--- src/rtl/core_pkg.sv ---
// Shared core types: fetch FSM states, fault causes and the IF/ID payload.
package core_pkg;

    // Bubble encoding: addi x0, x0, 0
    localparam logic [31:0] NOP_INSTR = 32'h0000_0013;

    typedef enum logic [1:0] {
        BOOT = 2'b00,
        RUN  = 2'b01,
        HALT = 2'b10
    } fetch_state_e;

    typedef enum logic [1:0] {
        FC_NONE     = 2'b00,
        FC_MISALIGN = 2'b01,
        FC_RANGE    = 2'b10
    } fault_cause_e;

    // IF/ID register contents, also consumed by decode
    typedef struct packed {
        logic [31:0] pc;
        logic [31:0] pc_plus4;
        logic [31:0] instr;
        logic        valid;
    } if_id_t;

    function automatic logic is_misaligned(logic [31:0] addr);
        return addr[1:0] != 2'b00;
    endfunction

endpackage

--- src/rtl/pc_next_mux.sv ---
// Combinational next-PC select and fetch-fault detection for the RUN state.
module pc_next_mux
    import core_pkg::*;
#(
    parameter int unsigned IMEM_DEPTH = 256
) (
    input  logic [31:0]  pc,
    input  logic         stall_i,
    input  logic         redirect_valid_i,
    input  logic [31:0]  redirect_target_i,
    output logic [31:0]  pc_next,
    output logic [31:0]  pc_plus4,
    output logic         kill,
    output logic         capture,
    output fault_cause_e fault
);

    logic [31:0] word_idx;
    logic        out_of_range;

    assign word_idx     = {2'b00, pc[31:2]};
    assign out_of_range = word_idx >= 32'(IMEM_DEPTH);

    // Redirect beats the range check; a range fault beats stall/advance.
    always_comb begin
        pc_plus4 = pc + 32'd4;
        pc_next  = pc;
        kill     = 1'b0;
        capture  = 1'b0;
        fault    = FC_NONE;
        if (redirect_valid_i) begin
            if (is_misaligned(redirect_target_i)) begin
                fault = FC_MISALIGN;
            end else begin
                pc_next = redirect_target_i;
                kill    = 1'b1;
            end
        end else if (out_of_range) begin
            fault = FC_RANGE;
        end else if (!stall_i) begin
            pc_next = pc_plus4;
            capture = 1'b1;
        end
    end

endmodule

--- src/rtl/fetch_stage.sv ---
// PC generation and IF/ID pipeline register in front of a combinational IMEM.
module fetch_stage
    import core_pkg::*;
#(
    parameter logic [31:0] RESET_VECTOR = 32'h0000_0000,
    parameter int unsigned IMEM_DEPTH   = 256
) (
    input  logic        clk,
    input  logic        rst_n,
    input  logic        stall_i,
    input  logic        flush_i,
    input  logic        redirect_valid_i,
    input  logic [31:0] redirect_target_i,
    output logic [31:0] PC_Value,
    input  logic [31:0] Instruction,
    output logic [31:0] if_id_pc_o,
    output logic [31:0] if_id_pc_plus4_o,
    output logic [31:0] if_id_instr_o,
    output logic        if_id_valid_o,
    output logic        fetch_halted_o,
    output logic [1:0]  fault_cause_o
);

    fetch_state_e state_q;
    logic [31:0]  pc_q;
    if_id_t       if_id_q;
    fault_cause_e fault_q;
    logic         halted_q;

    logic [31:0]  pc_next;
    logic [31:0]  pc_plus4;
    logic         kill;
    logic         capture;
    fault_cause_e fault;

    pc_next_mux #(
        .IMEM_DEPTH (IMEM_DEPTH)
    ) u_pc_next_mux (
        .pc                (pc_q),
        .stall_i           (stall_i),
        .redirect_valid_i  (redirect_valid_i),
        .redirect_target_i (redirect_target_i),
        .pc_next           (pc_next),
        .pc_plus4          (pc_plus4),
        .kill              (kill),
        .capture           (capture),
        .fault             (fault)
    );

    // Fetch FSM with PC, IF/ID and fault registers; HALT is left only by reset.
    always_ff @(posedge clk or negedge rst_n) begin
        if (!rst_n) begin
            state_q          <= BOOT;
            pc_q             <= RESET_VECTOR;
            if_id_q.pc       <= 32'h0000_0000;
            if_id_q.pc_plus4 <= 32'h0000_0004;
            if_id_q.instr    <= NOP_INSTR;
            if_id_q.valid    <= 1'b0;
            fault_q          <= FC_NONE;
            halted_q         <= 1'b0;
        end else begin
            unique case (state_q)
                BOOT: begin
                    state_q <= RUN;
                end
                RUN: begin
                    if (fault != FC_NONE) begin
                        state_q       <= HALT;
                        fault_q       <= fault;
                        halted_q      <= 1'b1;
                        if_id_q.valid <= 1'b0;
                        if_id_q.instr <= NOP_INSTR;
                    end else begin
                        pc_q <= pc_next;
                        if (kill || flush_i) begin
                            if_id_q.valid <= 1'b0;
                            if_id_q.instr <= NOP_INSTR;
                        end else if (capture) begin
                            if_id_q.pc       <= pc_q;
                            if_id_q.pc_plus4 <= pc_plus4;
                            if_id_q.instr    <= Instruction;
                            if_id_q.valid    <= 1'b1;
                        end
                    end
                end
                HALT: begin
                    state_q <= HALT;
                end
                default: begin
                    state_q <= HALT;
                end
            endcase
        end
    end

    assign PC_Value         = pc_q;
    assign if_id_pc_o       = if_id_q.pc;
    assign if_id_pc_plus4_o = if_id_q.pc_plus4;
    assign if_id_instr_o    = if_id_q.instr;
    assign if_id_valid_o    = if_id_q.valid;
    assign fetch_halted_o   = halted_q;
    assign fault_cause_o    = fault_q;

endmodule

--- config.mk ---
export PLATFORM = sky130hd
export DESIGN_NAME = fetch_stage
export DESIGN_NICKNAME = d
export VERILOG_FILES = /design/src/rtl/core_pkg.sv /design/src/rtl/pc_next_mux.sv /design/src/rtl/fetch_stage.sv
export SDC_FILE = /design/constraint.sdc
export NUM_CORES = 1
export LEC_CHECK = 0
export CAP_MARGIN = 20
export CORE_MARGIN = 2
export CORE_UTILIZATION = 48
export CTS_CLUSTER_SIZE = 25
export DETAILED_ROUTE_END_ITERATION = 16
export PLACE_DENSITY_LB_ADDON = 0.1
export SYNTH_ARGS = -nofsm -noshare
export SYNTH_HDL_FRONTEND = slang
export SYNTH_SLANG_ARGS = --single-unit
--- constraint.sdc ---
create_clock -name clk -period 3.41 [get_ports clk]
set_clock_uncertainty 0.05 [all_clocks]
set_input_delay 0.682 -clock clk [delete_from_list [all_inputs] [get_ports clk]]
set_output_delay 0.682 -clock clk [all_outputs]
set_load 0.02 [all_outputs]
Word level (Yosys, flattened, before mapping)
Cells that the tools add are included.

Register bits: 134. Input bits: 69. Output and inout port bits: 132. Word-level logic and storage cells: 43.

Add/subtract/negate cells: 1. Magnitude comparators: 1. Equal/unequal tests: 5. Mux-type cells: 17. Bitwise logic cells: 2. Reductions and logical operators: 9.

Operators by type and width (count): two-way mux 32 bit (4); two-way mux 33 bit (3); adder 32 x 3 -> 32 bit, second input constant (1); >= comparator 30 x 9 -> 1 bit, second input constant (1); two-way mux 1 bit (6); two-way mux 2 bit (3); != test 2 bit, second input constant (3); AND reduction 5 bit (1); one-hot mux 2 bit (2 select lines) (1); AND reduction 2 bit (2); AND reduction 4 bit (1); nonzero test 2 bit (2); nonzero test 3 bit (1); equality test 2 x 1 -> 1 bit, second input constant (1); logical NOT 2 bit (1); != test 2 x 1 -> 1 bit, second input constant (1); inverter 1 bit (2); logical OR 1 bit (1).

Longest topological paths before layout
Gate-level depths: netlist of run 1.

Depth in word-level cells: 6. Depth in mapped cells: 7. Gate-level depth less buffers: 6.

Modules after synthesis
A second synthesis of run 1 with hierarchy kept.

Cell total of the unflattened synthesis: 522. Area, all modules: 6373.6 um^2.

Modules (own cells, without submodules): fetch_stage (times used 1, cells each 297, area an instance 5032.3 um^2, seq. area each 3358.2 um^2); pc_next_mux (times used 1, cells each 225, area an instance 1341.3 um^2, seq. area each 0.0 um^2).

Worst setup path before layout of run 1
OpenSTA, ideal clock, no wires.

Kind: input to register. From: input port redirect_valid_i. To: register pc_q[29], in the netlist PC_Value[29]. Library setup time: 0.137 ns. Arrival: 1.973 ns. Data required time: 3.223 ns. Path slack: 1.250 ns. Cell stages on the path: 5. Path buffers: 0. Cells stage by stage: nand3b_1 nor4_1 nand2_1 o32ai_1 a21oi_1.

Cells in the longest elaborated chain, start to end: 4. Elaborated cells on any way between the ends: 8. Those cells by class: eq/ne (3); mux (2); bitwise (1); reduce/logical (2).

Ends and longest elaborated chain: start: declaration (line fetch_stage.sv:12) `input logic redirect_valid_i,`; two-way mux 2 bit (line pc_next_mux.sv:31) `if (redirect_valid_i) begin`; nonzero test 2 bit (line fetch_stage.sv:67) `if (fault != FC_NONE) begin`; inverter 1 bit (no source line); AND reduction 5 bit (no source line); end signal: assignment (line fetch_stage.sv:74) `pc_q <= pc_next;`; end: declaration (line fetch_stage.sv:25) `logic [31:0] pc_q;`.

Parallel ways exist; a longest one is shown, timed or not. A chain may end at the register's enable or synchronous reset.

Worst setup path in the final report of run 1
From: register pc_q[25], in the netlist PC_Value[25]. To: register if_id_q (netlist bit if_id_instr_o[17]).

Cells in the longest elaborated chain, start to end: 6. Elaborated cells on any way between the ends: 9. Those cells by class: order compare (1); mux (5); reduce/logical (3).

Ends and longest elaborated chain: >= comparator 30 x 9 -> 1 bit (*) (line pc_next_mux.sv:22) `assign out_of_range = word_idx >= 32'(IMEM_DEPTH);`; two-way mux 2 bit (line pc_next_mux.sv:38) `end else if (out_of_range) begin`; two-way mux 2 bit (line pc_next_mux.sv:31); nonzero test 2 bit (line fetch_stage.sv:67); nonzero test 3 bit (no source line); AND reduction 2 bit (no source line); end: declaration (line fetch_stage.sv:26) `if_id_t if_id_q;`.

Mark *: on every way between the ends. The rest lies on a longest branch, timed or not.

==> results.yml, run 1 <==
synthesis:
  synth_compound_gate_area_share: 0.151
  synth-simple-area-share: 0.145
  synthDominantCellAreaShare: 0.601
  synth_common_cells: "sky130_fd_sc_hd__dfrtp_1, sky130_fd_sc_hd__nor2b_1, sky130_fd_sc_hd__nor2_1"
  synth_register_bits: 132
  syn_area_per_cell_um2: 11.6
  synth_warnings: 0
  synth_edf_count: 0
  yosys.area.top_type: "sky130_fd_sc_hd__dfrtp_1"
  synth_area_um2: 5330
  netlist-cell-type-count: 43
  yosys.area_share.xor_xnor: 0.0115
  synth_top_family_by_area: "compound AO/OA/AOI/OAI gates"
  post_synthesis_mux_area_share: 0.0272
  synthAdderAreaFrac: 0.00470
  ys_top_cells_by_area: "sky130_fd_sc_hd__dfrtp_1, sky130_fd_sc_hd__nor2b_1, sky130_fd_sc_hd__a22o_1"
  synth_fp_nets: 529
  synth_async_sr_flop_share: 1.00
  synth-main-ff-cell: "sky130_fd_sc_hd__dfrtp_1"
  synthMostInstantiatedCell: "sky130_fd_sc_hd__dfrtp_1"
  synth-seq-area-share: 0.621
  post_synth_inst_count: 458
place:
  finalWeightedCongestion: 0.881
  place_worst_setup_slack_ns: 0.529
  dpl.hpwl_um: 9820
  dpl.cell_count: 775
  port_buffer_count: 200
min_path:
  min-delay-path-class: "in -> async"
critical_path:
  ff2ff_setup_slack_ns: 0.72
  timing.rr.end: "if_id_instr_o[17]"
  cp.required_ns: 3.81
  arrival_ns: 3.10
  ff2ff_path_depth: 5
  timing.rr.start: "PC_Value[25]"
  cp-end-kind: "register"
  crit_fanout: 29
  class_of_the_most_critical_setup_path: "reg -> reg"
  crit_path_start_kind: "register"
power:
  power_report.internal_total_uw: 3020
  power_leakage_uw: 0.00354
  power-per-cell-area_nw_per_um2: 482
  power.ir.vdd_worst_mv: 0.337
  power_switching_uw: 862
  seqPwrFrac: 0.424
  comb_power_share: 0.078
  power_switching_share: 0.222
  power.clock.fraction: 0.497
sta:
  setup-tns-final_ns: 0
  rsz0062_at_grt: "false"
  final_min_period_over_clock_period: 0.790
  slew_headroom: 0.319
  shortest_period_the_worst_path_allows_ns: 2.69
  slew_viol_final: 0
  max_freq_mhz: 371
  worst_slack_ns: 0.716
  setup_viol: 0
  timing_worst_slew_pin_value_ns: 1.02
  final_hold_viol_count: 0
finish:
  post_route_non_filler_standard_cell_count: 807
  antenna-diode-count: 0
  syn2layout_area_growth_pct: 51.0
  share_of_post_route_cells_with_drive_strength_above_1: 0.0885
  fill_cells: 788
  fin_nets: 725
clock_network:
  clkSlewWorstSetupHoldPaths_ns: 0.06
  postCtsResizedCells: 0
  numCtsBuffers: 17
  postCtsSetupRepairBufs: 0
  htree_levels: 4
  cts_tree: "done"
  insertion_delay_ns: 0.52
  root_buffer: "sky130_fd_sc_hd__clkbuf_8"
  cts.sink_count: 132
  cts_hold_buf: 0
  cts_max_path_buffers: 2
floorplanning:
  die_span_in_y_um: 109
  coreArea_um2: 10800
  design.portCount: 201
  dieWidth_um: 109
  die-area_um2: 12000
  floorplan.initialDensity: 0.492
  std_cell_rows: 38
routing:
  via_per_instance_ratio: 5.41
  dr.pass1.iters: 5
  wl_per_cell_um: 17.9
  drt_iter0_drc: 286
  route.antenna.remaining_nets: 0
  dr_total_vias: 4366
  post_detailed_route_drc_marker_count: 0
  drt-total-wl_um: 14400
global_routing:
  groute.usage.overall: 0.250
  via_count_of_the_first_global_routing_pass: 4427
  grt_max_degree: 99
  antenna_found_initial: 0
  grt_first_pass_wirelength_um: 22800
  gr-total-overflow: 0
status:
  status: "complete, no violations"
flow_run:
  cap_violations: 0
## area by class of cell
| type | instances | area [um^2] | share of cell area |
|---|---|---|---|
| Sequential cell | 132 | 3310 | 0.411 |
| Multi-Input combinational cell | 284 | 1810 | 0.225 |
| Inverter | 11 | 41.3 | 0.00513 |
| Clock buffer | 19 | 422 | 0.0524 |
| Clock inverter | 13 | 206 | 0.0257 |
| Tap cell | 140 | 175 | 0.0218 |
| Timing Repair Buffer | 208 | 2080 | 0.259 |
## power groups by stage
stage	logic, uW	clock network [uW]	registers, uW
after floorplan	75.4	0	1700
final	303	1930	1650
after global placement	300	0	1670
after detailed placement	305	0	1670
after global routing	329	2040	1650
after CTS	307	1960	1650
## metal layers
metal	track usage	vias to the layer above	wire length, um
li1	-	2023	-
met2	0.382	175	6750
met1	0.340	2143	6300
met4	0.0967	0	279
met5	0	-	0
met3	0.0717	25	1110
## per-stage QoR
step	hold WS (ns)	power [uW]	utilization	cell area [um^2]
after floorplan	0.336	1770	-	5330
after global placement	0.425	1970	0.684	7420
after detailed placement	0.435	1980	0.684	7420
after CTS	0.173	3910	0.742	8050
after global routing	0.212	4020	0.742	8050
final	0.147	3880	0.742	8050
## registers in the layout (all words and copies together) (netlist names)
name,count
fetch_halted_o,1
state_q,2
if_id_pc_plus4_o,30
if_id_instr_o,32
if_id_pc_o,32
if_id_valid_o,1
PC_Value,32
fault_cause_o,2
## cell usage in the layout (no fill, tap or decap), types with 3 or more instances in the layout
| cell | n |
|---|---|
| sky130_fd_sc_hd__nor2b_1 | 44 |
| sky130_fd_sc_hd__bufinv_16 | 5 |
| sky130_fd_sc_hd__a21oi_1 | 33 |
| sky130_fd_sc_hd__clkinv_2 | 3 |
| sky130_fd_sc_hd__o22ai_1 | 7 |
| sky130_fd_sc_hd__a22oi_1 | 4 |
| sky130_fd_sc_hd__and2_1 | 3 |
| sky130_fd_sc_hd__a31oi_1 | 3 |
| sky130_fd_sc_hd__dfstp_2 | 4 |
| sky130_fd_sc_hd__nand3_1 | 15 |
| sky130_fd_sc_hd__dfrtp_1 | 128 |
| sky130_fd_sc_hd__nor3_1 | 3 |
| sky130_fd_sc_hd__nand4_1 | 6 |
| sky130_fd_sc_hd__inv_1 | 11 |
| sky130_fd_sc_hd__clkbuf_16 | 16 |
| sky130_fd_sc_hd__nor2_1 | 35 |
| sky130_fd_sc_hd__nand2_1 | 15 |
| sky130_fd_sc_hd__o21ai_0 | 25 |
| sky130_fd_sc_hd__o32ai_1 | 3 |
| sky130_fd_sc_hd__mux2_2 | 12 |
| sky130_fd_sc_hd__clkdlybuf4s50_1 | 199 |
| sky130_fd_sc_hd__buf_4 | 7 |
| sky130_fd_sc_hd__xnor2_1 | 5 |
| sky130_fd_sc_hd__nor4_1 | 7 |
| sky130_fd_sc_hd__o22a_1 | 6 |
| sky130_fd_sc_hd__and4_1 | 3 |
| sky130_fd_sc_hd__a22o_1 | 29 |
## worst max-delay path by stage
| stage | start | to | cells past startpoint |
|---|---|---|---|
| 2_1_floorplan | redirect_valid_i | PC_Value[29] | 5 |
| 3_3_place_gp | redirect_valid_i | if_id_instr_o[19] | 6 |
| 3_5_place_dp | redirect_valid_i | if_id_instr_o[14] | 6 |
| 4_1_cts | PC_Value[21] | if_id_instr_o[9] | 5 |
| 5_1_grt | PC_Value[21] | if_id_instr_o[17] | 5 |
| 6_report | PC_Value[25] | if_id_instr_o[17] | 5 |
## logic make-up after synthesis
logic type | count (synthesis)
compound gates | 121
buf+inv | 42
xor+xnor | 7
mux | 13
fa+ha+maj | 2
flops | 132
simple gates | 141
## critical path: stages, from the launching register on
cell,delay (ns)
sky130_fd_sc_hd__dfrtp_1,0.44
sky130_fd_sc_hd__nor4_1,0.38
sky130_fd_sc_hd__nand4_1,0.32
sky130_fd_sc_hd__nor2_1,0.30
sky130_fd_sc_hd__a21o_1,0.84
sky130_fd_sc_hd__a22o_1,0.29
No activity file was read; power rests on OpenSTA's default activity.
==> run 2, diff against run 1 <==
Settings changed: CORE_UTILIZATION 48 to 44.
Clock period 3.41 ns to 2.74 ns, I/O delays scaled along.
==> run 2 against run 1 <==
Routed wire length down 2.2%. Sequential power up 24%. Sequential share of layout area decreased by 0.39 points. First-iteration DRC count is 0.70% lower. Cell count rose by 1.9%. Register-to-register slack got worse by 0.43 ns. Via count up 1.9%. Clock power grew 22%. Total power is 23% higher. Critical endpoint is now PC_Value[13]. Highest routed layer unchanged.
==> results.yml, run 2 (same netlist as run 1, synthesis figures left out) <==
status:
  status: "complete, no violations"
sta:
  setup-tns-final_ns: 0
  slew_viol_final: 0
  shortest_period_the_worst_path_allows_ns: 2.46
  timing_worst_slew_pin_value_ns: 0.669
  slew_headroom: 0.550
  timing.hold.ws_ns: 0.0529
  max_freq_mhz: 407
  final_hold_viol_count: 0
  final_min_period_over_clock_period: 0.896
  setup_viol: 0
  rsz0062_at_grt: "false"
global_routing:
  met1_usage: 0.307
  grt_use_met3: 0.0672
  via_count_of_the_first_global_routing_pass: 4481
  groute.usage.overall: 0.227
  grt_use_met2: 0.346
  grt_max_degree: 61
  gr-total-overflow: 0
  global_route.peak_usage_layer: "met2"
  grt_first_pass_wirelength_um: 23000
  antenna_found_initial: 0
place:
  port_buffer_count: 200
  dpl.hpwl_um: 10000
  finalWeightedCongestion: 0.900
power:
  power_report.internal_total_uw: 3750
  power_switching_share: 0.216
  power.clock.fraction: 0.492
  power-per-cell-area_nw_per_um2: 589
  power.ir.vdd_worst_mv: 0.427
  power_switching_uw: 1030
  seqPwrFrac: 0.428
  power_leakage_uw: 0.00358
  comb_power_share: 0.080
routing:
  dr.pass1.iters: 5
  post_detailed_route_drc_marker_count: 0
  drt-total-wl_um: 14100
  dr_total_vias: 4447
  via_per_instance_ratio: 5.41
  route.antenna.remaining_nets: 0
  wl_per_cell_um: 17.2
  drt_iter0_drc: 284
finish:
  most_common_cell_after_layout_fill_and_taps_aside: "sky130_fd_sc_hd__clkdlybuf4s50_1"
  share_of_post_route_cells_with_drive_strength_above_1: 0.0978
  syn2layout_area_growth_pct: 52.4
  antenna-diode-count: 0
  fin_nets: 733
  postLayoutCoreUtil: 0.682
  commonest_non_fill_non_tap_cells_in_the_layout: "sky130_fd_sc_hd__clkdlybuf4s50_1, sky130_fd_sc_hd__dfrtp_1, sky130_fd_sc_hd__nor2b_1"
  fill_cells: 955
floorplanning:
  std_cell_rows: 40
  die-area_um2: 13000
  dieWidth_um: 114
  design.portCount: 201
  die_span_in_y_um: 114
  coreArea_um2: 11900
  floorplan.initialDensity: 0.447
clock_network:
  postCtsSetupRepairBufs: 0
  cts_max_path_buffers: 2
  root_buffer: "sky130_fd_sc_hd__clkbuf_16"
  postCtsResizedCells: 0
  clkSlewWorstSetupHoldPaths_ns: 0.06
  cts.sink_count: 132
  htree_levels: 4
  insertion_delay_ns: 0.41
  cts_hold_buf: 0
  numCtsBuffers: 17
  cts_tree: "done"
min_path:
  min-delay-path-class: "in -> async"
critical_path:
  timing.critical_path.cells: "nor4_1 -> nand4_1 -> o31a_1 -> nand2b_1 -> o22a_1"
  crit_fanout: 9
  timing.critical_path.slowest_cell_delay_ns: 0.49
  slowest_stage: "sky130_fd_sc_hd__nor4_1"
  timing.critical_path.max_delay_family: "simple AND/OR/NAND/NOR gates"
  class_of_the_most_critical_setup_path: "reg -> reg"
  cp.required_ns: 2.98
  crit_path_start_kind: "register"
  critical_path.n_buffers_inverters: 0
  arrival_ns: 2.70
  cp-end-kind: "register"
flow_run:
  cap_violations: 0
[run 2: power by group through the flow]
stage               Sequential (uW)  Clock [uW]  Combinational (uW)
finish                         2050        2360                 382
CTS                            2050        2410                 386
floorplan                      2110           0                93.8
global placement               2080           0                 378
detailed placement             2080           0                 383
global route                   2050        2510                 412
[run 2: worst register-to-register path, stage by stage (launching register included)]
cell and delay (ns):
sky130_fd_sc_hd__dfrtp_1 0.45, sky130_fd_sc_hd__nor4_1 0.49, sky130_fd_sc_hd__nand4_1 0.33, sky130_fd_sc_hd__o31a_1 0.46, sky130_fd_sc_hd__nand2b_1 0.31, sky130_fd_sc_hd__o22a_1 0.25
[run 2: worst paths after layout]
path / from / to / slack (ns) / depth (start not counted)
worst max-delay path: PC_Value[21] / PC_Value[13] / 0.28 / 5
worst min-delay path: rst_n / if_id_pc_o[7] / 0.05 / 1
worst max register to register: PC_Value[21] / PC_Value[13] / 0.28 / 5
worst min register to register: fetch_halted_o / fetch_halted_o / 0.44 / 1
max in group asynchronous: rst_n / if_id_instr_o[0] / 1.87 / 2
min in group clk: fetch_halted_o / fetch_halted_o / 0.44 / 1
[run 2: cell type report]
type	count	area, um^2	share of cell area
inverters	11	41.3	0.00508
multi-input cells	284	1810	0.223
clock buffers	22	464	0.0571
clock inverters	10	155	0.0191
well taps	147	184	0.0226
flip-flops and latches	132	3310	0.407
repair buffers	216	2160	0.266
[run 2: stage by stage]
stage          cells  setup slack [ns]  instance area (um^2)  total power [uW]
6_report         822             0.284                  8120              4790
5_1_grt          822             0.197                  8120              4970
4_1_cts          822             0.283                  8120              4840
3_5_place_dp     790             0.258                  7500              2460
3_3_place_gp     790             0.315                  7500              2460
2_1_floorplan    458             0.595                  5330              2200
[run 2: routing by layer]
layer | vias to the layer above | part of all wire | wire (um)
li1 | 2036 | - | -
met1 | 2208 | 0.43 | 6110
met2 | 184 | 0.48 | 6790
met3 | 19 | 0.071 | 1000
met4 | 0 | 0.016 | 223
met5 | - | 0 | 0
